File: src/rtl/mul_pkg.sv
// Shared types and constants for the Booth radix-4 sequential multiplier.
package mul_pkg;
  localparam int DEF_WIDTH = 32;
  localparam int ITER      = DEF_WIDTH / 2;

  typedef enum logic [1:0] {IDLE = 2'd0, RUN = 2'd1, DONE = 2'd2} state_e;

  typedef enum logic [2:0] {
    OP_ZERO = 3'd0,
    OP_PM   = 3'd1,
    OP_P2M  = 3'd2,
    OP_NM   = 3'd3,
    OP_N2M  = 3'd4
  } booth_op_e;

  function automatic int iter_of(input int w);
    return w / 2;
  endfunction
endpackage

File: src/rtl/booth_bitpair_recoder.sv
// Radix-4 Booth recoder: maps the window {q[i+1], q[i], q[i-1]} to an add/sub op.
module booth_bitpair_recoder
  import mul_pkg::*;
(
  input  logic [2:0] win_i,
  output booth_op_e  op_o
);
  always_comb begin
    op_o = OP_ZERO;
    unique case (win_i)
      3'b001, 3'b010: op_o = OP_PM;
      3'b011:         op_o = OP_P2M;
      3'b100:         op_o = OP_N2M;
      3'b101, 3'b110: op_o = OP_NM;
      default:        op_o = OP_ZERO;
    endcase
  end
endmodule

File: src/rtl/booth_mul_32_bit.sv
// Sequential signed multiplier, WIDTH x WIDTH -> 2*WIDTH, two multiplier bits per clock.
module booth_mul_32_bit
  import mul_pkg::*;
#(
  parameter int WIDTH = DEF_WIDTH
) (
  input  logic             clk,
  input  logic             reset,
  input  logic             start,
  input  logic [WIDTH-1:0] multiplicand,
  input  logic [WIDTH-1:0] multiplier,
  output logic             busy,
  output logic             done,
  output logic [WIDTH-1:0] hi,
  output logic [WIDTH-1:0] lo
);
  localparam int AW    = WIDTH + 2;
  localparam int ITERS = iter_of(WIDTH);
  localparam int CW    = $clog2(ITERS + 1);

  state_e           state_q, state_d;
  logic [AW-1:0]    a_q, a_d, mx_q, mx_d;
  logic [WIDTH-1:0] qr_q, qr_d, hi_q, hi_d, lo_q, lo_d;
  logic             qm1_q, qm1_d;
  logic [CW-1:0]    cnt_q, cnt_d;
  booth_op_e        op;
  logic [AW-1:0]    term, sum;

  booth_bitpair_recoder u_rec (
    .win_i ({qr_q[1:0], qm1_q}),
    .op_o  (op)
  );

  // Two guard bits in A keep +/-2M exact even for the most negative multiplicand.
  always_comb begin
    term = '0;
    unique case (op)
      OP_PM:   term = mx_q;
      OP_P2M:  term = mx_q << 1;
      OP_NM:   term = -mx_q;
      OP_N2M:  term = -(mx_q << 1);
      default: term = '0;
    endcase
    sum = a_q + term;
  end

  always_comb begin
    state_d = state_q;
    a_d     = a_q;
    mx_d    = mx_q;
    qr_d    = qr_q;
    qm1_d   = qm1_q;
    cnt_d   = cnt_q;
    hi_d    = hi_q;
    lo_d    = lo_q;
    unique case (state_q)
      IDLE: begin
        if (start) begin
          a_d     = '0;
          mx_d    = {{2{multiplicand[WIDTH-1]}}, multiplicand};
          qr_d    = multiplier;
          qm1_d   = 1'b0;
          cnt_d   = CW'(ITERS);
          state_d = RUN;
        end
      end
      RUN: begin
        a_d   = {{2{sum[AW-1]}}, sum[AW-1:2]};
        qr_d  = {sum[1:0], qr_q[WIDTH-1:2]};
        qm1_d = qr_q[1];
        cnt_d = cnt_q - CW'(1);
        if (cnt_q == CW'(1)) begin
          state_d = DONE;
          hi_d    = a_d[WIDTH-1:0];
          lo_d    = qr_d;
        end
      end
      DONE:    state_d = IDLE;
      default: state_d = IDLE;
    endcase
  end

  always_ff @(posedge clk) begin
    if (reset) begin
      state_q <= IDLE;
      a_q     <= '0;
      mx_q    <= '0;
      qr_q    <= '0;
      qm1_q   <= 1'b0;
      cnt_q   <= '0;
      hi_q    <= '0;
      lo_q    <= '0;
    end else begin
      state_q <= state_d;
      a_q     <= a_d;
      mx_q    <= mx_d;
      qr_q    <= qr_d;
      qm1_q   <= qm1_d;
      cnt_q   <= cnt_d;
      hi_q    <= hi_d;
      lo_q    <= lo_d;
    end
  end

  assign busy = (state_q == RUN);
  assign done = (state_q == DONE);
  assign hi   = hi_q;
  assign lo   = lo_q;
endmodule
File: config.mk
export PLATFORM = sky130hd
export DESIGN_NAME = booth_mul_32_bit
export DESIGN_NICKNAME = d
export VERILOG_FILES = /design/src/rtl/mul_pkg.sv /design/src/rtl/booth_bitpair_recoder.sv /design/src/rtl/booth_mul_32_bit.sv
export SDC_FILE = /design/constraint.sdc
export NUM_CORES = 1
export LEC_CHECK = 0
export CAP_MARGIN = 20
export CORE_UTILIZATION = 60
export DETAILED_ROUTE_END_ITERATION = 8
export GPL_ROUTABILITY_DRIVEN = 0
export PLACE_DENSITY_LB_ADDON = 0.2
export REMOVE_ABC_BUFFERS = 1
export SYNTH_ARGS = -nofsm -noshare
export SYNTH_HDL_FRONTEND = slang
export SYNTH_SLANG_ARGS = --single-unit
File: constraint.sdc
create_clock -name clk -period 9.7 [get_ports clk]
set_input_delay 1.455 -clock clk [delete_from_list [all_inputs] [get_ports clk]]
set_output_delay 1.455 -clock clk [all_outputs]
set_load 0.05 [all_outputs]
# Word-level counts from Yosys, hierarchy flattened
# Index checks and enable logic that the tools add are counted.
[totals]
output_inout_bits = 66
in_bits = 67
elab_cells = 48
regBits = 170
[classes]
n_eq_ne = 15
n_mux = 13
n_reduce_logical = 8
add_sub_neg = 4
[op_table]
columns = ["op", "n"]
rows = [
  ["one-hot mux 34 bit (4 select lines)", 1],
  ["negation 34 bit", 2],
  ["one-hot mux 34 bit (2 select lines)", 1],
  ["one-hot mux 32 bit (2 select lines)", 1],
  ["adder 34 bit", 1],
  ["2-to-1 mux 34 bit", 1],
  ["2-to-1 mux 32 bit", 1],
  ["equality test 3 x 2 -> 1 bit (second input constant)", 4],
  ["equality test 3 bit (second input constant)", 4],
  ["one-hot mux 3 bit (4 select lines)", 1],
  ["one-hot mux 5 bit (2 select lines)", 1],
  ["AND reduction 2 bit", 4],
  ["equality test 3 x 1 -> 1 bit (second input constant)", 2],
  ["equality test 5 x 1 -> 1 bit (second input constant)", 1],
  ["2-to-1 mux 5 bit", 1],
  ["subtractor 5 x 1 -> 5 bit (second input constant)", 1],
  ["2-to-1 mux 2 bit", 2],
  ["one-hot mux 2 bit (2 select lines)", 1],
  ["OR reduction 2 bit", 2],
  ["equality test 2 x 1 -> 1 bit (second input constant)", 1],
  ["equality test 2 bit (second input constant)", 1],
  ["logical NOT 2 bit", 1],
  ["inequality test 2 x 1 -> 1 bit (second input constant)", 1],
  ["inequality test 2 bit (second input constant)", 1],
  ["3 further kinds", 3],
]

# Longest topological paths before layout
[logic_depth]
ltp_word = 7
depth_mapped = 19

# By module
# Synthesis repeated with hierarchy kept, for this count alone.
[unflattened]
hier_cells = 1285
hier_area_um2 = 9675.5
[by_module_without_submodules]
columns = ["mod", "area_each_um2", "n_inst", "cells_each"]
rows = [
  ["booth_mul_32_bit", 9641.7, 1, 1281],
  ["booth_bitpair_recoder", 33.8, 1, 4],
]

# Worst setup path after synthesis
# No wires, ideal clock.
[synth_path]
path_type = "register -> register"
start = "register mx_q[6]"
end = "register hi_q[28], in the netlist hi[28]"
stages_incl_launch_ff = 19
synth_period_minus_slack_ns = 4.199
t_arrival_ns = 4.129
setup_ns = 0.070
slack_ns = 5.501
required_ns = 9.630
cell_sequence = "dfxtp_1 buf_2 nor4_2 nand3b_1 or2_1 or3_1 nand2_1 xnor2_1 a221oi_1 nor2_1 ha_1 a21oi_1 o21a_1 o221ai_1 a22o_1 a311o_1 and3_1 or3_1 a21oi_1"
[synth_between]
elab_chain_len = 3
word_cells_on_any_way = 4
[synth_lines]
columns = ["item", "line_no", "rtl"]
rows = [
  ["start: declaration", "booth_mul_32_bit.sv:22", "logic [AW-1:0] a_q, a_d, mx_q, mx_d;"],
  ["start signal: assignment", "booth_mul_32_bit.sv:96", "mx_q <= mx_d;"],
  ["negation 34 bit (on tied branches)", "booth_mul_32_bit.sv:40, booth_mul_32_bit.sv:41", ""],
  ["one-hot mux 34 bit (4 select lines) (*)", "booth_mul_32_bit.sv:37", "unique case (op)"],
  ["adder 34 bit (*)", "booth_mul_32_bit.sv:44", "sum = a_q + term;"],
  ["end signal: assignment", "booth_mul_32_bit.sv:100", "hi_q <= hi_d;"],
  ["end: declaration", "booth_mul_32_bit.sv:23", "logic [WIDTH-1:0] qr_q, qr_d, hi_q, hi_d, lo_q, lo_d;"],
]
# Every way passes the cells marked *; elsewhere a longest branch is shown, timed or not.
# A chain may end at the register's enable or synchronous reset.

# Worst setup path after layout
[layout_path]
start = "register qr_q[1]"
end = "register a_q[25]"
[layout_between]
elab_chain_len = 7
word_cells_on_any_way = 16
[layout_lines]
columns = ["item", "line_no", "rtl"]
rows = [
  ["start: declaration", "booth_mul_32_bit.sv:23", ""],
  ["start signal: assignment", "booth_mul_32_bit.sv:97", "qr_q <= qr_d;"],
  ["equality test 3 bit (tied with other cells)", "booth_bitpair_recoder.sv:10", "unique case (win_i)"],
  ["OR reduction 2 bit", "booth_bitpair_recoder.sv:10", ""],
  ["one-hot mux 3 bit (4 select lines) (*)", "booth_bitpair_recoder.sv:10", ""],
  ["equality test 3 bit (tied with other cells)", "booth_mul_32_bit.sv:37", ""],
  ["one-hot mux 34 bit (4 select lines) (*)", "booth_mul_32_bit.sv:37", ""],
  ["adder 34 bit (*)", "booth_mul_32_bit.sv:44", ""],
  ["one-hot mux 34 bit (2 select lines) (*)", "booth_mul_32_bit.sv:56", "unique case (state_q)"],
  ["end signal: assignment", "booth_mul_32_bit.sv:86", "a_q <= '0;"],
  ["end signal: assignment", "booth_mul_32_bit.sv:95", "a_q <= a_d;"],
  ["end: declaration", "booth_mul_32_bit.sv:22", ""],
]
# Marked as above.

==> flow_summary.html <==
<table>
<tr><th>Metric</th><th>Value</th></tr>
<tr><th colspan="2">Layout</th></tr>
<tr><td>Fillcell total</td><td>1,320</td></tr>
<tr><td>Leading cell type in the layout, fill and taps excluded</td><td>nand2_1</td></tr>
<tr><td>Final net count</td><td>1,473</td></tr>
<tr><td>Area growth from synthesis to layout</td><td>18.9%</td></tr>
<tr><td>Commonest non-fill, non-tap cells in the layout</td><td>287 x nand2_1, 185 x a21oi_1, 168 x dfxtp_1</td></tr>
<tr><td>Antenna diode count</td><td>0</td></tr>
<tr><td>Final standard cell area without fillers</td><td>11,700 sq um</td></tr>
<tr><td>Ratio of cells with drive above 1 in the final layout</td><td>4.42%</td></tr>
<tr><th colspan="2">Clocking</th></tr>
<tr><td>Reg clk slew, reported paths</td><td>70 ps</td></tr>
<tr><td>Post-cts resize count</td><td>0</td></tr>
<tr><td>Maximum clock path buffer count</td><td>2</td></tr>
<tr><td>Clk Latency, worst-skew pair</td><td>440 ps</td></tr>
<tr><td>TritonCTS clock tree</td><td>done</td></tr>
<tr><td>TritonCTS Buffers</td><td>17</td></tr>
<tr><td>Clock Root Buffer</td><td>clkbuf_16</td></tr>
<tr><td>Maximum level of the CTS H-tree</td><td>4</td></tr>
<tr><td>Post-cts hold buffer count</td><td>0</td></tr>
<tr><td>Setup Buffers After CTS</td><td>0</td></tr>
<tr><td>Clock sink total</td><td>168</td></tr>
<tr><th colspan="2">Setup path</th></tr>
<tr><td>Startpoint type of the worst setup path</td><td>register</td></tr>
<tr><td>CP Max Fanout</td><td>43</td></tr>
<tr><td>Critical path capture point type</td><td>register</td></tr>
<tr><td>Source of the critical timing path</td><td>qr_q[1]</td></tr>
<tr><td>Type of the worst setup path</td><td>reg -&gt; reg</td></tr>
<tr><td>Reg-to-reg critical path startpoint</td><td>qr_q[1]</td></tr>
<tr><td>Data arrival time at the worst-slack endpoint</td><td>6180 ps</td></tr>
<tr><td>Required time at the endpoint of the critical path</td><td>10,030 ps</td></tr>
<tr><th colspan="2">Global route</th></tr>
<tr><td>Vias in the first global route</td><td>8,975</td></tr>
<tr><td>Initial antenna violation count</td><td>0</td></tr>
<tr><td>Global-route wire length before repair</td><td>43,200 um</td></tr>
<tr><td>Total Routing Usage GR</td><td>31.8%</td></tr>
<tr><td>Largest net degree at the start of global routing</td><td>69</td></tr>
<tr><td>Overflow left after global routing</td><td>0</td></tr>
<tr><th colspan="2">Routing</th></tr>
<tr><td>Final Routed Wirelength</td><td>26,600 um</td></tr>
<tr><td>Detailed-route vias per instance</td><td>6.19</td></tr>
<tr><td>Count of vias placed by the detailed router</td><td>9,878</td></tr>
<tr><td>Detail Route Antenna Nets</td><td>0</td></tr>
<tr><td>Initial drt markers</td><td>857</td></tr>
<tr><td>Wirelength per Cell</td><td>16.6 um</td></tr>
<tr><td>DRC violations left</td><td>0</td></tr>
<tr><td>DR pass1 iterations</td><td>5</td></tr>
<tr><th colspan="2">Timing</th></tr>
<tr><td>Final Hold Fails</td><td>0</td></tr>
<tr><td>Finish-stage setup viols</td><td>0</td></tr>
<tr><td>Setup TNS Final</td><td>0 ps</td></tr>
<tr><td>Headroom to the max-slew limit</td><td>22.9%</td></tr>
<tr><td>Worst hold slack across all endpoints</td><td>455 ps</td></tr>
<tr><td>Number of slew-limit violations in the final report</td><td>0</td></tr>
<tr><td>Maximum clock skew at final layout</td><td>11.2 ps</td></tr>
<tr><td>Min Tclk post-route</td><td>5850 ps</td></tr>
<tr><td>Final clock period utilization by the worst path</td><td>60.3%</td></tr>
<tr><td>RSZ-0062 raised after global routing</td><td>no</td></tr>
<tr><td>Highest achievable clock rate</td><td>171 MHz</td></tr>
<tr><td>Slew at the pin closest to its max-slew limit</td><td>1150 ps</td></tr>
<tr><th colspan="2">Pwr</th></tr>
<tr><td>P_leak</td><td>4.33 nW</td></tr>
<tr><td>Power share of the clock group</td><td>36.9%</td></tr>
<tr><td>Proportion of power drawn by combinational gates</td><td>21.3%</td></tr>
<tr><td>Proportion of total power due to net switching</td><td>32.0%</td></tr>
<tr><td>Net switching power of the design</td><td>0.578 mW</td></tr>
<tr><td>Total power density per cell area</td><td>154 nW/um^2</td></tr>
<tr><td>Sequential group share of total power</td><td>41.8%</td></tr>
<tr><td>Maximum vdd drop</td><td>0.133 mV</td></tr>
<tr><td>Internal power contribution</td><td>1.23 mW</td></tr>
<tr><th colspan="2">Synth</th></tr>
<tr><td>Portion of the post-synthesis area used by sequential elements</td><td>34.2%</td></tr>
<tr><td>Post-synthesis area per instance</td><td>7.53 sq um</td></tr>
<tr><td>Post-synthesis instance total</td><td>1,306</td></tr>
<tr><td>Distinct cell type count of the synthesized netlist</td><td>75</td></tr>
<tr><td>Flops &amp; latches, synth</td><td>168</td></tr>
<tr><td>Post-synth design cell area</td><td>9830 sq um</td></tr>
<tr><td>EDFF count, synth</td><td>0</td></tr>
<tr><td>Most instantiated flip-flop cell in the synthesis netlist</td><td>dfxtp_1</td></tr>
<tr><td>Yosys Warn Count</td><td>0</td></tr>
<tr><td>Async S/R FF share, synth</td><td>0%</td></tr>
<tr><th colspan="2">Floorplanning</th></tr>
<tr><td>Die Height</td><td>130 um</td></tr>
<tr><td>Die Footprint</td><td>16,900 sq um</td></tr>
<tr><td>Width of the chip</td><td>130 um</td></tr>
<tr><td>Number of cell rows</td><td>46</td></tr>
<tr><td>Initial Utilization</td><td>61.7%</td></tr>
<tr><td>Total core area</td><td>15,900 sq um</td></tr>
<tr><td>Count of pins on the block boundary</td><td>133</td></tr>
<tr><th colspan="2">Placed design</th></tr>
<tr><td>HPWL reported at the end of detailed placement</td><td>17,600 um</td></tr>
<tr><td>Buffers on Ports</td><td>132</td></tr>
<tr><td>Standard cell area after detailed placement</td><td>11,100 sq um</td></tr>
<tr><th colspan="2">Hold path</th></tr>
<tr><td>Worst min-delay path category</td><td>reg -&gt; reg</td></tr>
<tr><td>Source of the worst hold timing path</td><td>hi[15]</td></tr>
<tr><th colspan="2">Run</th></tr>
<tr><td>Total of max-cap violations</td><td>0</td></tr>
<tr><th colspan="2">Outcome</th></tr>
<tr><td>Run status</td><td>completed</td></tr>
</table>
==> cell usage after synthesis (20+ instances only) <==
cell | instances | area share, %
nand3_1 | 31 | 1.6
a22oi_1 | 37 | 2.8
nor3_1 | 25 | 1.3
xor2_1 | 24 | 2.1
clkbuf_1 | 79 | 3.0
a21oi_1 | 185 | 9.4
ha_1 | 36 | 4.6
o21ai_0 | 32 | 1.6
a21o_1 | 20 | 1.5
nand2_1 | 287 | 11
xnor2_1 | 47 | 4.2
nor2_1 | 77 | 2.9
dfxtp_1 | 168 | 34
==> registers in the layout, indices dropped and copies added, names as in the netlist <==
signal,count
a_q,32
hi,32
lo,32
mx_q,32
qr_q,32
cnt_q,5
state_q,2
qm1_q,1
==> worst paths after layout <==
check                           endpoint  slack [ps]  cells after the start
worst max-delay path             a_q[25]        3850                     15
worst min-delay path              hi[15]         450                      2
worst max register to register   a_q[25]        3850                     15
worst min register to register    hi[15]         450                      2
==> layout make-up <==
cell class,instances,area (sq um),share of cell area (%)
clock buffers,18,429,3.67
clock inverters,13,133,1.13
well taps,216,270,2.31
flip-flops and latches,168,3360,28.8
multi-input cells,1017,5990,51.3
inverters,18,67.6,0.578
repair buffers,147,1430,12.2
==> per-stage QoR <==
step	util (%)	total power, mW	worst slack (ps)	instances
global placement	69.8	1.14	4410	1566
CTS	73.3	1.80	4170	1597
floorplan	-	1.02	5070	1203
detailed placement	69.8	1.14	4270	1566
global route	73.3	1.88	3670	1597
finish	73.3	1.80	3850	1597
==> layer usage <==
| metal | share of wire [%] | track usage, % | routed length, um |
|---|---|---|---|
| met1 | 43 | 40.9 | 11400 |
| met3 | 6.3 | 5.21 | 1670 |
| met2 | 48 | 52.7 | 12700 |
| met4 | 3.2 | 13.9 | 860 |
| met5 | 0 | 0 | 0 |
==> worst max-delay path: stages, from the launching register on <==
cell and delay, ps:
dfxtp_1 320, buf_4 380, inv_1 360, nor2_1 970, nand2_1 680, a21oi_1 280
a21o_1 150, ha_1 240, a21oi_1 220, o22ai_1 160, o21ai_0 580, a21oi_1 260
a311o_1 410, a211oi_1 370, xnor2_1 130, a22o_1 210
==> logic make-up (layout without fill, tap and decap cells) <==
kind of cell | Yosys count | after routing | synth area share [%]
and+or+nand+nor | 502 | 502 | 23.1
AOI/OAI and AO/OA | 400 | 400 | 25.8
DFF | 168 | 168 | 34.2
buffers and inverters | 121 | 196 | 4.91
xor gates and xnor gates | 72 | 72 | 6.56
adders and majority gates | 37 | 37 | 4.79
muxes | 6 | 6 | 0.662
==> power groups by stage <==
stage | registers [mW] | clock network, mW | logic, mW
floorplan | 0.772 | 0 | 0.246
global placement | 0.767 | 0 | 0.368
detailed placement | 0.768 | 0 | 0.374
CTS | 0.753 | 0.667 | 0.378
global route | 0.757 | 0.698 | 0.420
finish | 0.754 | 0.666 | 0.384
Power figures use the tool's default switching activity.
